**src/rtl/eth_pkg.sv**
```systemverilog
// Shared constants and state type for the Ethernet framing path.
// The receive-side CRC checker uses the same constants.
package eth_pkg;

  localparam logic [7:0]  ETH_PREAMBLE = 8'h55;
  localparam logic [7:0]  ETH_SFD      = 8'hD5;
  localparam logic [31:0] CRC32_POLY   = 32'hEDB88320;
  localparam logic [31:0] CRC32_INIT   = 32'hFFFFFFFF;

  typedef enum logic [2:0] {
    ST_IDLE,
    ST_PRE,
    ST_SFD,
    ST_BODY,
    ST_PAD,
    ST_FCS,
    ST_IFG
  } eth_gen_state_t;

endpackage

```
**src/rtl/eth_crc32_byte.sv**
```systemverilog
// Combinational reflected CRC-32 step over one byte, LSB first.
// The future receive checker instantiates this block as well.
module eth_crc32_byte
  import eth_pkg::*;
(
  input  logic [31:0] crc,
  input  logic [7:0]  data,
  output logic [31:0] crc_next
);

  always_comb begin
    logic [31:0] c;
    // NOTE: the running value is a blocking temporary that is assigned before any use,
    // so every path through the block writes it and no latch is inferred.
    c = crc;
    for (int i = 0; i < 8; i++) begin
      c = (c[0] ^ data[i]) ? ((c >> 1) ^ CRC32_POLY) : (c >> 1);
    end
    crc_next = c;
  end

endmodule

```
**src/rtl/eth_frame_gen.sv**
```systemverilog
// Ethernet transmit framer: preamble, SFD, body, zero padding and FCS,
// followed by the inter-frame gap. Output is a single valid/ready register stage.
module eth_frame_gen
  import eth_pkg::*;
#(
  parameter int MIN_BODY   = 60,
  parameter int IFG_CYCLES = 192
) (
  input  logic       clk,
  input  logic       rst_n,
  input  logic       start,
  input  logic       pl_valid,
  input  logic [7:0] pl_data,
  input  logic       pl_last,
  output logic       pl_ready,
  output logic       tx_valid,
  output logic [7:0] tx_data,
  output logic       tx_last,
  input  logic       tx_ready,
  output logic       busy
);

  localparam logic [10:0]      MIN_BODY_W = 11'(MIN_BODY);
  localparam int               IFG_W      = (IFG_CYCLES > 1) ? $clog2(IFG_CYCLES) : 1;
  localparam logic [IFG_W-1:0] IFG_LAST   = IFG_W'(IFG_CYCLES - 1);

  eth_gen_state_t   state;
  logic [2:0]       pre_cnt;
  logic [10:0]      body_cnt;
  logic [10:0]      body_cnt_inc;
  logic [2:0]       fcs_idx;
  logic [IFG_W-1:0] ifg_cnt;
  logic [31:0]      crc;
  logic [31:0]      crc_next;
  logic [31:0]      crc_inv;
  logic [7:0]       crc_byte;
  logic [7:0]       fcs_byte;
  logic             slot_free;

  assign slot_free    = !tx_valid || tx_ready;
  // Body bytes pass straight into the output register, so the upstream
  // handshake follows the output slot combinationally.
  assign pl_ready     = (state == ST_BODY) && slot_free;
  assign busy         = (state != ST_IDLE);
  assign body_cnt_inc = (&body_cnt) ? body_cnt : body_cnt + 11'd1;
  assign crc_byte     = (state == ST_BODY) ? pl_data : 8'h00;
  assign crc_inv      = ~crc;

  always_comb begin
    case (fcs_idx[1:0])
      2'd0:    fcs_byte = crc_inv[7:0];
      2'd1:    fcs_byte = crc_inv[15:8];
      2'd2:    fcs_byte = crc_inv[23:16];
      default: fcs_byte = crc_inv[31:24];
    endcase
  end

  eth_crc32_byte u_crc (
    .crc      (crc),
    .data     (crc_byte),
    .crc_next (crc_next)
  );

  // NOTE: all state and output registers use non-blocking assignments so every
  // branch below sees the values from the start of the cycle.
  always_ff @(posedge clk or negedge rst_n) begin
    if (!rst_n) begin
      state    <= ST_IDLE;
      pre_cnt  <= '0;
      body_cnt <= '0;
      fcs_idx  <= '0;
      ifg_cnt  <= '0;
      crc      <= CRC32_INIT;
      tx_valid <= 1'b0;
      tx_data  <= 8'h00;
      tx_last  <= 1'b0;
    end else begin
      case (state)
        ST_IDLE: begin
          if (start) begin
            tx_valid <= 1'b1;
            tx_data  <= ETH_PREAMBLE;
            tx_last  <= 1'b0;
            pre_cnt  <= 3'd1;
            state    <= ST_PRE;
          end
        end
        ST_PRE: begin
          if (slot_free) begin
            tx_valid <= 1'b1;
            tx_data  <= ETH_PREAMBLE;
            if (pre_cnt == 3'd6) state <= ST_SFD;
            else                 pre_cnt <= pre_cnt + 3'd1;
          end
        end
        ST_SFD: begin
          if (slot_free) begin
            tx_valid <= 1'b1;
            tx_data  <= ETH_SFD;
            crc      <= CRC32_INIT;
            body_cnt <= '0;
            state    <= ST_BODY;
          end
        end
        ST_BODY: begin
          if (slot_free) begin
            if (pl_valid) begin
              tx_valid <= 1'b1;
              tx_data  <= pl_data;
              crc      <= crc_next;
              body_cnt <= body_cnt_inc;
              if (pl_last) begin
                fcs_idx <= '0;
                state   <= (body_cnt_inc < MIN_BODY_W) ? ST_PAD : ST_FCS;
              end
            end else begin
              tx_valid <= 1'b0;
            end
          end
        end
        ST_PAD: begin
          if (slot_free) begin
            tx_valid <= 1'b1;
            tx_data  <= 8'h00;
            crc      <= crc_next;
            body_cnt <= body_cnt_inc;
            if (body_cnt_inc >= MIN_BODY_W) state <= ST_FCS;
          end
        end
        ST_FCS: begin
          // The CRC register is frozen here; fcs_idx == 4 means the last byte is being accepted.
          if (slot_free) begin
            if (fcs_idx == 3'd4) begin
              tx_valid <= 1'b0;
              tx_last  <= 1'b0;
              ifg_cnt  <= '0;
              state    <= ST_IFG;
            end else begin
              tx_valid <= 1'b1;
              tx_data  <= fcs_byte;
              tx_last  <= (fcs_idx == 3'd3);
              fcs_idx  <= fcs_idx + 3'd1;
            end
          end
        end
        ST_IFG: begin
          if (ifg_cnt == IFG_LAST) state <= ST_IDLE;
          else                     ifg_cnt <= ifg_cnt + 1'b1;
        end
        default: state <= ST_IDLE;
      endcase
    end
  end

endmodule

```
**config.mk**
```make
export PLATFORM = sky130hd
export DESIGN_NAME = eth_frame_gen
export DESIGN_NICKNAME = d
export VERILOG_FILES = /design/src/rtl/eth_pkg.sv /design/src/rtl/eth_crc32_byte.sv /design/src/rtl/eth_frame_gen.sv
export SDC_FILE = /design/constraint.sdc
export NUM_CORES = 1
export LEC_CHECK = 0
export CORE_MARGIN = 1
export CORE_UTILIZATION = 50
export DETAILED_ROUTE_END_ITERATION = 10
export HOLD_SLACK_MARGIN = 0.02
export PLACE_DENSITY_LB_ADDON = 0.05
export SYNTH_ARGS = -nofsm -noshare
export SYNTH_HDL_FRONTEND = slang
export SYNTH_SLANG_ARGS = --single-unit
```
**constraint.sdc**
```tcl
create_clock -name clk -period 2.9 [get_ports clk]
set_input_delay 0.29 -clock clk [delete_from_list [all_inputs] [get_ports clk]]
set_output_delay 0.29 -clock clk [all_outputs]
set_load 0.02 [all_outputs]
```
## Yosys cells after proc, flatten, opt, wreduce, memory -nomap -nowiden

Cells that the tools add are included.

| word-level totals | value |
|---|---|
| register bits after elaboration | 70 |
| logic and storage cells | 151 |

| operators by class | value |
|---|---|
| $add $sub $neg | 4 |
| $lt $le $gt $ge | 2 |
| equal/unequal tests | 28 |
| muxes and demuxes | 68 |
| bitwise logic cells | 17 |
| reduce and logical (&&, ||, !) cells | 23 |

Operator list:

| cell | count |
|---|---|
| two-way mux 32 bit | 12 |
| NOT 13 -> 14 bit | 8 |
| two-way mux 8 bit | 12 |
| one-hot mux 32 bit (3 select lines) | 1 |
| two-way mux 3 bit | 19 |
| two-way mux 11 bit | 5 |
| one-hot mux 8 bit (6 select lines) | 1 |
| one-hot mux 11 bit (3 select lines) | 1 |
| NOT 32 bit | 1 |
| != test 2 bit (second input constant) | 15 |
| one-hot mux 8 bit (3 select lines) | 1 |
| one-hot mux 3 bit (7 select lines) | 1 |
| one-hot mux 8 bit (2 select lines) | 1 |
| == test 3 bit (second input constant) | 5 |
| one-hot mux 3 bit (2 select lines) | 2 |
| AND reduction 12 bit | 1 |
| adder 11 x 1 -> 11 bit (second input constant) | 1 |
| greater-or-equal comparator 11 x 6 -> 1 bit (second input constant) | 1 |
| < comparator 11 x 6 -> 1 bit (second input constant) | 1 |
| AND reduction 11 bit | 1 |
| two-way mux 1 bit | 10 |
| AND reduction 5 bit | 2 |
| == test 3 x 2 -> 1 bit (second input constant) | 3 |
| AND reduction 9 bit | 1 |
| other kinds (23) | 36 |

## Depth between registers and ports, before layout

Gate-level depths: netlist of run 1.

| depth | value |
|---|---|
| word-level depth | 21 |
| depth in mapped cells | 10 |
| depth with buffers taken out | 9 |

## Hierarchy

From an unflattened synthesis of run 1, not the netlist that was laid out.

| unflattened totals | value |
|---|---|
| cell total of the unflattened synthesis | 515 |
| area, all modules | 4,703.3 µm² |

Modules (own cells, without submodules):

| module | instances | cells an instance | area each (µm²) |
|---|---|---|---|
| eth_frame_gen | 1 | 442 | 3,932.5 |
| eth_crc32_byte | 1 | 73 | 770.7 |

## Worst setup path after synthesis of run 1

Ideal clock, no wire load.

| timing path | value |
|---|---|
| path kind | reg-to-reg |
| from | register body_cnt[0] |
| to | register state[0] |
| library setup time | 0.125 ns |
| data arrival time | 1.955 ns |
| slack | 0.820 ns |
| stages on the path, launching flop included | 10 |
| cell sequence | dfrtp_1 > ha_1 > buf_2 > and4_1 > nand3_1 > o32ai_1 > a21oi_1 > or4_1 > o2bb2ai_1 > nand3_1 |

| on the way | value |
|---|---|
| longest elaborated chain between the ends | 8 |
| elaborated cells between the ends (all ways) | 12 |

Ends and longest elaborated chain:

| element | line | text |
|---|---|---|
| from (decl) | eth_frame_gen.sv:29 | `logic [10:0] body_cnt;` |
| from (signal assigned) | eth_frame_gen.sv:111 | `body_cnt <= body_cnt_inc;` |
| from (signal assigned) | eth_frame_gen.sv:126 | `body_cnt <= body_cnt_inc;` |
| adder 11 x 1 -> 11 bit or AND reduction 11 bit (tied branches) | eth_frame_gen.sv:45 | `assign body_cnt_inc = (&body_cnt) ? body_cnt : body_cnt + 11'd1;` |
| two-way mux 11 bit (*) | eth_frame_gen.sv:45 |  |
| < comparator 11 x 6 -> 1 bit | eth_frame_gen.sv:114 | `state <= (body_cnt_inc < MIN_BODY_W) ? ST_PAD : ST_FCS;` |
| two-way mux 1 bit | eth_frame_gen.sv:114 |  |
| two-way mux 3 bit | eth_frame_gen.sv:112 | `if (pl_last) begin` |
| two-way mux 3 bit | eth_frame_gen.sv:107 | `if (pl_valid) begin` |
| two-way mux 3 bit | eth_frame_gen.sv:106 | `if (slot_free) begin` |
| one-hot mux 3 bit (7 select lines) | eth_frame_gen.sv:78 | `case (state)` |
| to (signal assigned) | eth_frame_gen.sv:114 |  |
| to (decl) | eth_frame_gen.sv:27 | `eth_gen_state_t state;` |

Every way passes the cells marked *; elsewhere a longest branch is shown, timed or not. The select of a mux whose other input is x is not followed.
A chain may end at the register's enable or synchronous reset.

## Worst setup path in the final report of run 1

| timing path | value |
|---|---|
| from | register state[0] |
| to | register tx_data[1] |

| on the way | value |
|---|---|
| longest elaborated chain between the ends | 3 |
| elaborated cells between the ends (all ways) | 17 |

Ends and longest elaborated chain:

| element | line | text |
|---|---|---|
| == test 3 x 2 -> 1 bit, or another cell as far along | eth_frame_gen.sv:78 |  |
| nonzero test 6 bit (no line) or != test 2 bit (tied branches) | -- |  |
| AND reduction 9 bit (no line) | -- |  |
| to (signal assigned) | eth_frame_gen.sv:109 | `tx_data <= pl_data;` |
| to (signal assigned) | eth_frame_gen.sv:140 | `tx_data <= fcs_byte;` |
| to (decl) | eth_frame_gen.sv:17 | `output logic [7:0] tx_data,` |

Parallel ways exist; a longest one is shown, timed or not.

==> flow_metrics.tcl, run 1 <==
set metrics [dict create \
    ys.flop_type "dfrtp_1" \
    critical_path_class "flip-flop to flip-flop" \
    hold_class "input port to async pin" \
    core-area_mm2 0.00881 \
    ctsRootBufferMaster "clkbuf_8" \
    seq_area_frac_synth 0.391 \
    layout-drive-gt1-share 0.147 \
    port-buffer-count 25 \
    wl_per_cell_um 17.0 \
    cp-start-kind "flip-flop" \
    grt_max_degree 45 \
    synth_edf_count 0 \
    async_flop_share 1.00 \
    clkSinkCount 70 \
    ir_worst_vdd_v 0.000801 \
    yosys-top-cells-area "dfrtp_1 (21%), dfstp_2 (18%), xnor2_1 (9.4%), xor2_1 (6.7%), nor2_1 (5.7%)" \
    crit_path_end_kind "flip-flop" \
    cp_top_family "compound AO/OA/AOI/OAI gates" \
    cp.arrival_ns 2.81 \
    die_area_mm2 0.00955 \
    insertion_delay_ns 0.36 \
    synth-seq-cells 70 \
    syn_to_final_growth_pct 12.4 \
    p_per_area_mw_per_mm2 1270 \
    synth_area_per_cell_um2 8.87 \
    instances_no_fill 652 \
    rows 34 \
    antenna_cells 0 \
    antenna_found_initial 0 \
    gp_congestion 0.898 \
    post-cts-setup-buffers 0 \
    cts_tree "built" \
    period_minus_slack_ns 2.52 \
    die_x_um 97.7 \
    timing.fmax_ghz 0.397 \
    routed_wl_mm 11.1 \
    relSlewSlack 0.509 \
    path_cells "nor2_1 > a221oi_1 > a2bb2oi_2 > and3_1 > buf_4 > nor2_1 > a31oi_1" \
    skew_ns 0.0117 \
    placed_cells 635 \
    max_slew.worst_pin.slew_ns 0.736 \
    syn-cell-area_mm2 0.00458 \
    nets 562 \
    final_hold_viol_count 0 \
    drv_slew 0 \
    synth_cells 516 \
    grt_pass1_wl_mm 18.9 \
    setup_violations 0 \
    maxCapViolCount 0 \
    cp_common_cell "nor2_1" \
    drc_errors 0 \
    cp_max_fo 18 \
    clock_path_buffers 2 \
    status "finished clean" \
    clk_pin_slew_ns 0.08 \
    dpl.hpwl_mm 7.91 \
    numCtsBuffers 9 \
    fin_crit_sh 0.869 \
    cellLeakagePower_nw 2.02 \
    rsz0062_at_grt "no" \
    grt_pass1_vias 3623 \
    synth_fp_nets 539 \
    start_util 0.520 \
    critical-path-max-stage-delay_ns 0.73 \
    drt_iter0_drc 190 \
    vias 3691 \
    num_io_pins 26 \
    reg2reg_depth 7 \
    first_pass_iters 5 \
    crit_required_ns 3.19 \
    viasPerCell 5.66 \
    r2r_end "tx_data[1]" \
    finalInstanceArea_mm2 0.00515 \
    finalSetupTns_ns 0 \
    track_usage 0.254 \
    ctsHtreeMaxLevel 3 \
    crit_start "state[0]" \
    r2r-start "state[0]" \
    yosys.cell_types.count 57 \
    yosysWarnings 0 \
    finish.utilization 0.585 \
    yosys.area.top_type "dfrtp_1" \
    cp_slowest_cell "dfrtp_1" \
    place_area_mm2 0.00496 \
    grt-ovfl-total 0 \
    reg2reg_slack_ns 0.38 \
    die_y_um 97.7 \
    synth_top_area_share 0.208 \
    crit_buf_inv 1 \
    drtAntennaViolNets 0 \
]
per-layer routing:
layer	GRT usage	up-vias	routed length, um
li1	-	1818	-
met1	0.348	1771	5230
met2	0.412	85	5270
met3	0.0302	17	365
met4	0.0991	0	224
met5	0	-	0
worst register-to-register path: stages (launching register included):
cell and delay (ns):
dfrtp_1 0.73, nor2_1 0.20, a221oi_1 0.39, a2bb2oi_2 0.27
and3_1 0.46, buf_4 0.23, nor2_1 0.05, a31oi_1 0.13
cell usage in the layout, fill, tap and decap left out, types with 7 or more instances in the layout:
| cell type | Yosys | layout |
|---|---|---|
| xor2_1 | 35 | 35 |
| o21ai_0 | 28 | 28 |
| nor3_1 | 8 | 8 |
| dfrtp_1 | 38 | 38 |
| and3_1 | 7 | 7 |
| xnor2_1 | 49 | 49 |
| a21oi_1 | 48 | 47 |
| ha_1 | 9 | 9 |
| dfstp_2 | 32 | 32 |
| nand3_1 | 12 | 12 |
| inv_1 | 11 | 11 |
| clkdlybuf4s50_1 | 0 | 24 |
| o221ai_1 | 8 | 8 |
| buf_4 | 2 | 14 |
| nand2_1 | 44 | 44 |
| nor2b_1 | 9 | 9 |
| nor2_1 | 70 | 70 |
| nand2b_1 | 9 | 9 |
| clkbuf_8 | 0 | 11 |
kinds of logic after synthesis:
family,count (synthesis),share of synthesized area
AOI/OAI and AO/OA,128,0.172
xor gates and xnor gates,91,0.188
adders and majority gates,9,0.0246
buffers and inverters,41,0.0413
DFF,70,0.391
muxes,3,0.00710
and+or+nand+nor,174,0.176
flip-flops by register name, summed over array words and instances (netlist names):
name	count
crc	32
ifg_cnt	8
state	3
tx_last	1
tx_data	8
fcs_idx	3
tx_valid	1
body_cnt	11
pre_cnt	3
power by group:
part | internal [W] | switching, W | total [W] | leakage, nW
Sequential | 0.00148 | 0.000440 | 0.00192 | 0.824
Clock | 0.000353 | 0.000389 | 0.000743 | 0.0921
Combinational | 0.00177 | 0.00210 | 0.00387 | 1.11
per-stage QoR:
stage               worst slack, ns  power [W]  hold WS (ns)
finish                        0.378    0.00653         0.486
global route                  0.109    0.00706         0.508
CTS                           0.400    0.00655         0.491
detailed placement            0.294    0.00578         0.359
global placement              0.393    0.00574         0.348
floorplan                     0.820    0.00481      -0.00559
Yosys cell counts, types with 9 or more instances:
cell      instances
clkbuf_1         15
a21oi_1          48
dfrtp_1          38
xnor2_1          49
xor2_1           35
nand3_1          12
nor2_1           70
inv_1            11
nand2b_1          9
dfstp_2          32
nor2b_1           9
ha_1              9
nand2_1          44
o21ai_0          28
how the worst max path moves through the flow:
stage                       endpoint  slack, ns  cells after the start
after floorplan             state[0]       0.82                      9
after global placement    tx_data[1]       0.39                      9
after detailed placement  tx_data[1]       0.29                      9
after CTS                   pl_ready       0.40                      3
after global routing      tx_data[1]       0.11                      7
final                     tx_data[1]       0.38                      7
cell type report:
cell class | count | area, um2
clock buffers | 12 | 155
clock inverters | 4 | 22.5
fillers | 794 | 3660
inverters | 12 | 45.0
multi-input cells | 405 | 2620
flip-flops and latches | 70 | 1790
well taps | 108 | 135
repair buffers | 41 | 380
repair_timing:
item,4_1_cts,5_1_grt
gates resized for setup,0,0
hold endpoints to repair,24,0
hold buffers,1,0
Power figures use the tool's default switching activity.
==> run 2, diff against run 1 <==
- CORE_UTILIZATION: 50 -> 56
- CTS_BUF_LIST: not set -> sky130_fd_sc_hd__clkbuf_8
==> flow_metrics.tcl, run 2 (synthesis gave the netlist of run 1 again) <==
set metrics [dict create \
    cp-start-kind "flip-flop" \
    setup_violations 0 \
    drc_errors 0 \
    fillers 681 \
    ir_worst_vdd_v 0.000790 \
    grt_pass1_wl_mm 18.0 \
    clk_pin_slew_ns 0.07 \
    critical-path-max-stage-delay_ns 0.54 \
    cp_max_fo 9 \
    insertion_delay_ns 0.34 \
    critical_path_class "flip-flop to flip-flop" \
    layout-drive-gt1-share 0.145 \
    r2r-start "fcs_idx[0]" \
    cts_resized 0 \
    path_cells "inv_1 > ha_1 > clkinv_1 > o21ai_0 > o21ai_0 > a211oi_1 > nand2_1 > o21ai_0 > o21ai_0" \
    crit_path_end_kind "flip-flop" \
    port-buffer-count 25 \
    crit_buf_inv 2 \
    core-area_mm2 0.00781 \
    largest_register "crc" \
    max_slew.worst_pin.slew_ns 0.794 \
    die_y_um 92.4 \
    finalInstanceArea_mm2 0.00510 \
    viasPerCell 5.82 \
    syn_to_final_growth_pct 11.4 \
    p_per_area_mw_per_mm2 1260 \
    timing.fmax_ghz 0.394 \
    cp_slowest_cell "a211oi_1" \
    gp_congestion 0.902 \
    first_pass_iters 4 \
    relSlewSlack 0.470 \
    fin_crit_sh 0.874 \
    rows 32 \
    cellLeakagePower_nw 2.02 \
    skew_ns 0.0129 \
    dpl.hpwl_mm 7.74 \
    period_minus_slack_ns 2.54 \
    antenna_cells 0 \
    post-cts-setup-buffers 0 \
    postCtsHoldBufs 0 \
    routed_wl_mm 10.8 \
    grt-ovfl-total 0 \
    drv_slew 0 \
    crit_start "fcs_idx[0]" \
    track_usage 0.273 \
    final_hold_viol_count 0 \
    die_x_um 92.4 \
    cts_tree "built" \
    largest_reg_flops 32 \
    cp_top_family "compound AO/OA/AOI/OAI gates" \
    numCtsBuffers 9 \
    mostFrequentLayoutCell "nor2_1" \
    cp_common_cell "o21ai_0" \
    status "finished clean" \
    cp.arrival_ns 2.74 \
    nets 561 \
    ctsHtreeMaxLevel 3 \
    grt_pass1_vias 3708 \
    die_area_mm2 0.00854 \
    clock_path_buffers 2 \
    grt_max_degree 39 \
    drt_iter0_drc 166 \
    finalSetupTns_ns 0 \
    timing.final.ws_setup_ns 0.364 \
    wl_per_cell_um 16.7 \
    finish.utilization 0.654 \
    num_io_pins 26 \
    layout_common_cells "nor2_1 (70), xnor2_1 (49), a21oi_1 (47), nand2_1 (44), dfrtp_1 (38)" \
    drtAntennaViolNets 0 \
    rsz0062_at_grt "no" \
    clkSinkCount 70 \
    antenna_found_initial 0 \
    maxCapViolCount 0 \
    hold_class "input port to async pin" \
    vias 3751 \
    place_area_mm2 0.00494 \
    largestRegisters "crc: 32 flops, body_cnt: 11 flops" \
    preCtsSetupSlack_ns 0.275 \
    ctsRootBufferMaster "clkbuf_8" \
    start_util 0.587 \
    crit_required_ns 3.11 \
]
run 2: cell count changes in the layout (fill, tap and decap cells not counted):
cell and delta:
clkbuf_8 -2, clkbuf_1 -1, clkinv_2 +1, dlygate4sd3_1 -1, inv_4 +1, inv_1 +2
a21oi_2 +1, clkinvlp_4 -1, a21oi_4 -1
run 2: path summary, 6_finish.rpt:
| kind | to | slack, ns | depth (start not counted) |
|---|---|---|---|
| worst min register to register | tx_data[4] | 0.49 | 1 |
| min in group clk | tx_data[4] | 0.49 | 1 |
| worst max-delay path | state[1] | 0.36 | 9 |
| worst max register to register | state[1] | 0.36 | 9 |
| max in group asynchronous | crc[7] | 2.14 | 2 |
| worst min-delay path | pre_cnt[1] | 0.03 | 1 |
run 2: per-stage QoR:
stage | total power (W) | std cells | hold slack (ns)
after floorplan | 0.00481 | 516 | -0.00559
after global placement | 0.00567 | 629 | 0.403
after detailed placement | 0.00574 | 629 | 0.410
after CTS | 0.00644 | 645 | 0.0410
after global routing | 0.00689 | 645 | 0.0733
final | 0.00642 | 645 | 0.0343
run 2: metal layers:
metal	global-route usage	up-vias	wire length [um]	share of wire
li1	-	1800	-	-
met1	0.353	1848	4810	0.45
met2	0.452	82	5370	0.50
met3	0.0468	21	344	0.032
met4	0.108	0	270	0.025
met5	0	-	0	0
run 2: power breakdown:
group / leakage, nW / internal, W / switching (W)
Combinational: 1.10 / 0.00175 / 0.00210
Clock: 0.0955 / 0.000299 / 0.000367
Sequential: 0.824 / 0.00148 / 0.000424
Total: 2.02 / 0.00353 / 0.00289
run 2: final cells by class:
class	instances	area (um2)	area share
multi-input combinational	405	2610	0.512
sequential	70	1790	0.351
timing repair buffer	40	370	0.0726
tap	102	128	0.0250
clock buffer	9	124	0.0243
inverter	12	45.0	0.00883
clock inverter	7	33.8	0.00662
==> run 3, diff against run 2 <==
- CTS_BUF_LIST: sky130_fd_sc_hd__clkbuf_8 -> sky130_fd_sc_hd__clkbuf_4 sky130_fd_sc_hd__clkbuf_8
==> flow_metrics.tcl, run 3 (synthesis gave the netlist of run 1 again) <==
set metrics [dict create \
    drtAntennaViolNets 0 \
    place_area_mm2 0.00494 \
    largest_reg_flops 32 \
    track_usage 0.273 \
    wl_per_cell_um 16.8 \
    grt_pass1_vias 3707 \
    largest_register "crc" \
    die_y_um 92.4 \
    postCtsHoldBufs 0 \
    p_int_w 0.00355 \
    gp_congestion 0.902 \
    reg2reg_slack_ns 0.37 \
    crit_start "fcs_idx[0]" \
    finalSetupTns_ns 0 \
    rsz0062_at_grt "no" \
    critical_path_class "flip-flop to flip-flop" \
    mostFrequentLayoutCell "nor2_1" \
    cp_max_fo 9 \
    timing.fmax_ghz 0.395 \
    crit_required_ns 3.11 \
    holdWs_ns 0.0285 \
    drc_errors 0 \
    grt_pass1_wl_mm 18.0 \
    nets 561 \
    largestRegisters "crc: 32 flops, body_cnt: 11 flops" \
    start_util 0.587 \
    clock_power_share 0.107 \
    numCtsBuffers 9 \
    syn_to_final_growth_pct 11.6 \
    finish.utilization 0.654 \
    p_seq_frac 0.295 \
    antenna_found_initial 0 \
    grt_max_degree 39 \
    swShare 0.449 \
    power.net_switching_w 0.00289 \
    final_hold_viol_count 0 \
    first_pass_iters 4 \
    cellLeakagePower_nw 2.02 \
    core-area_mm2 0.00781 \
    die_x_um 92.4 \
    hold_class "input port to async pin" \
    insertion_delay_ns 0.35 \
    skew_ns 0.0123 \
    clk_pin_slew_ns 0.07 \
    num_io_pins 26 \
    instances_no_fill 645 \
    antenna_cells 0 \
    drv_slew 0 \
    cts_tree "built" \
    finalInstanceArea_mm2 0.00511 \
    viasPerCell 5.84 \
    period_minus_slack_ns 2.53 \
    ir_worst_vdd_v 0.000789 \
    r2r_end "state[1]" \
    max_slew.worst_pin.slew_ns 0.788 \
    placed_cells 629 \
    cp-start-kind "flip-flop" \
    grt-ovfl-total 0 \
    rows 32 \
    clock_path_buffers 2 \
    drt_iter0_drc 196 \
    cp.arrival_ns 2.74 \
    r2r-start "fcs_idx[0]" \
    p_comb_frac 0.598 \
    layout-drive-gt1-share 0.149 \
    port-buffer-count 25 \
    maxCapViolCount 0 \
    routed_wl_mm 10.9 \
    clkSinkCount 70 \
    layout_common_cells "nor2_1 (70), xnor2_1 (49), a21oi_1 (47), nand2_1 (44), dfrtp_1 (38)" \
    cts_resized 0 \
    post-cts-setup-buffers 0 \
    ctsHtreeMaxLevel 3 \
    p_per_area_mw_per_mm2 1260 \
    dpl.hpwl_mm 7.74 \
    relSlewSlack 0.475 \
    status "finished clean" \
    vias 3767 \
    reg2reg_depth 9 \
    setup_violations 0 \
    crit_path_end_kind "flip-flop" \
    ctsRootBufferMaster "clkbuf_8" \
    die_area_mm2 0.00854 \
    fin_crit_sh 0.874 \
    endpoint "state[1]" \
]
-- run 3: power groups by stage --
stage | Sequential (W) | Combinational, W | Clock, W
after floorplan | 0.00177 | 0.00303 | 0
final | 0.00190 | 0.00385 | 0.000693
after global routing | 0.00196 | 0.00420 | 0.000760
after global placement | 0.00189 | 0.00377 | 0
after detailed placement | 0.00191 | 0.00383 | 0
after CTS | 0.00189 | 0.00386 | 0.000714
-- run 3: layout make-up --
class | instances | area (um2)
Fill cell | 677 | 2700
Multi-Input combinational cell | 405 | 2610
Sequential cell | 70 | 1790
Timing Repair Buffer | 40 | 370
Clock buffer | 11 | 139
Tap cell | 102 | 128
Inverter | 12 | 45.0
Clock inverter | 5 | 26.3
-- run 3: routing by layer --
metal	up-vias	wire [um]	track usage
met3	18	372	0.0468
met4	0	264	0.108
met5	-	0	0
li1	1800	-	-
met2	86	5440	0.452
met1	1863	4780	0.353
-- run 3: metrics by stage --
stage               power [W]  setup WS, ns
global route          0.00691         0.133
finish                0.00645         0.367
global placement      0.00567         0.366
floorplan             0.00481         0.820
detailed placement    0.00574         0.275
CTS                   0.00647         0.400
-- run 3: critical path, cell delays in order, from the launching register on --
cell,delay (ns)
dfrtp_1,0.43
inv_1,0.10
ha_1,0.19
clkinv_1,0.30
o21ai_0,0.25
o21ai_0,0.14
a211oi_1,0.54
nand2_1,0.17
o21ai_0,0.18
o21ai_0,0.10
-- run 3: how the worst min path moves through the flow --
stage	start	endpoint	slack (ns)
6_report	rst_n	pre_cnt[1]	0.03
5_1_grt	rst_n	pre_cnt[1]	0.07
4_1_cts	rst_n	tx_data[5]	0.04
3_5_place_dp	rst_n	pre_cnt[0]	0.41
3_3_place_gp	rst_n	pre_cnt[1]	0.40
2_1_floorplan	rst_n	body_cnt[0]	-0.006
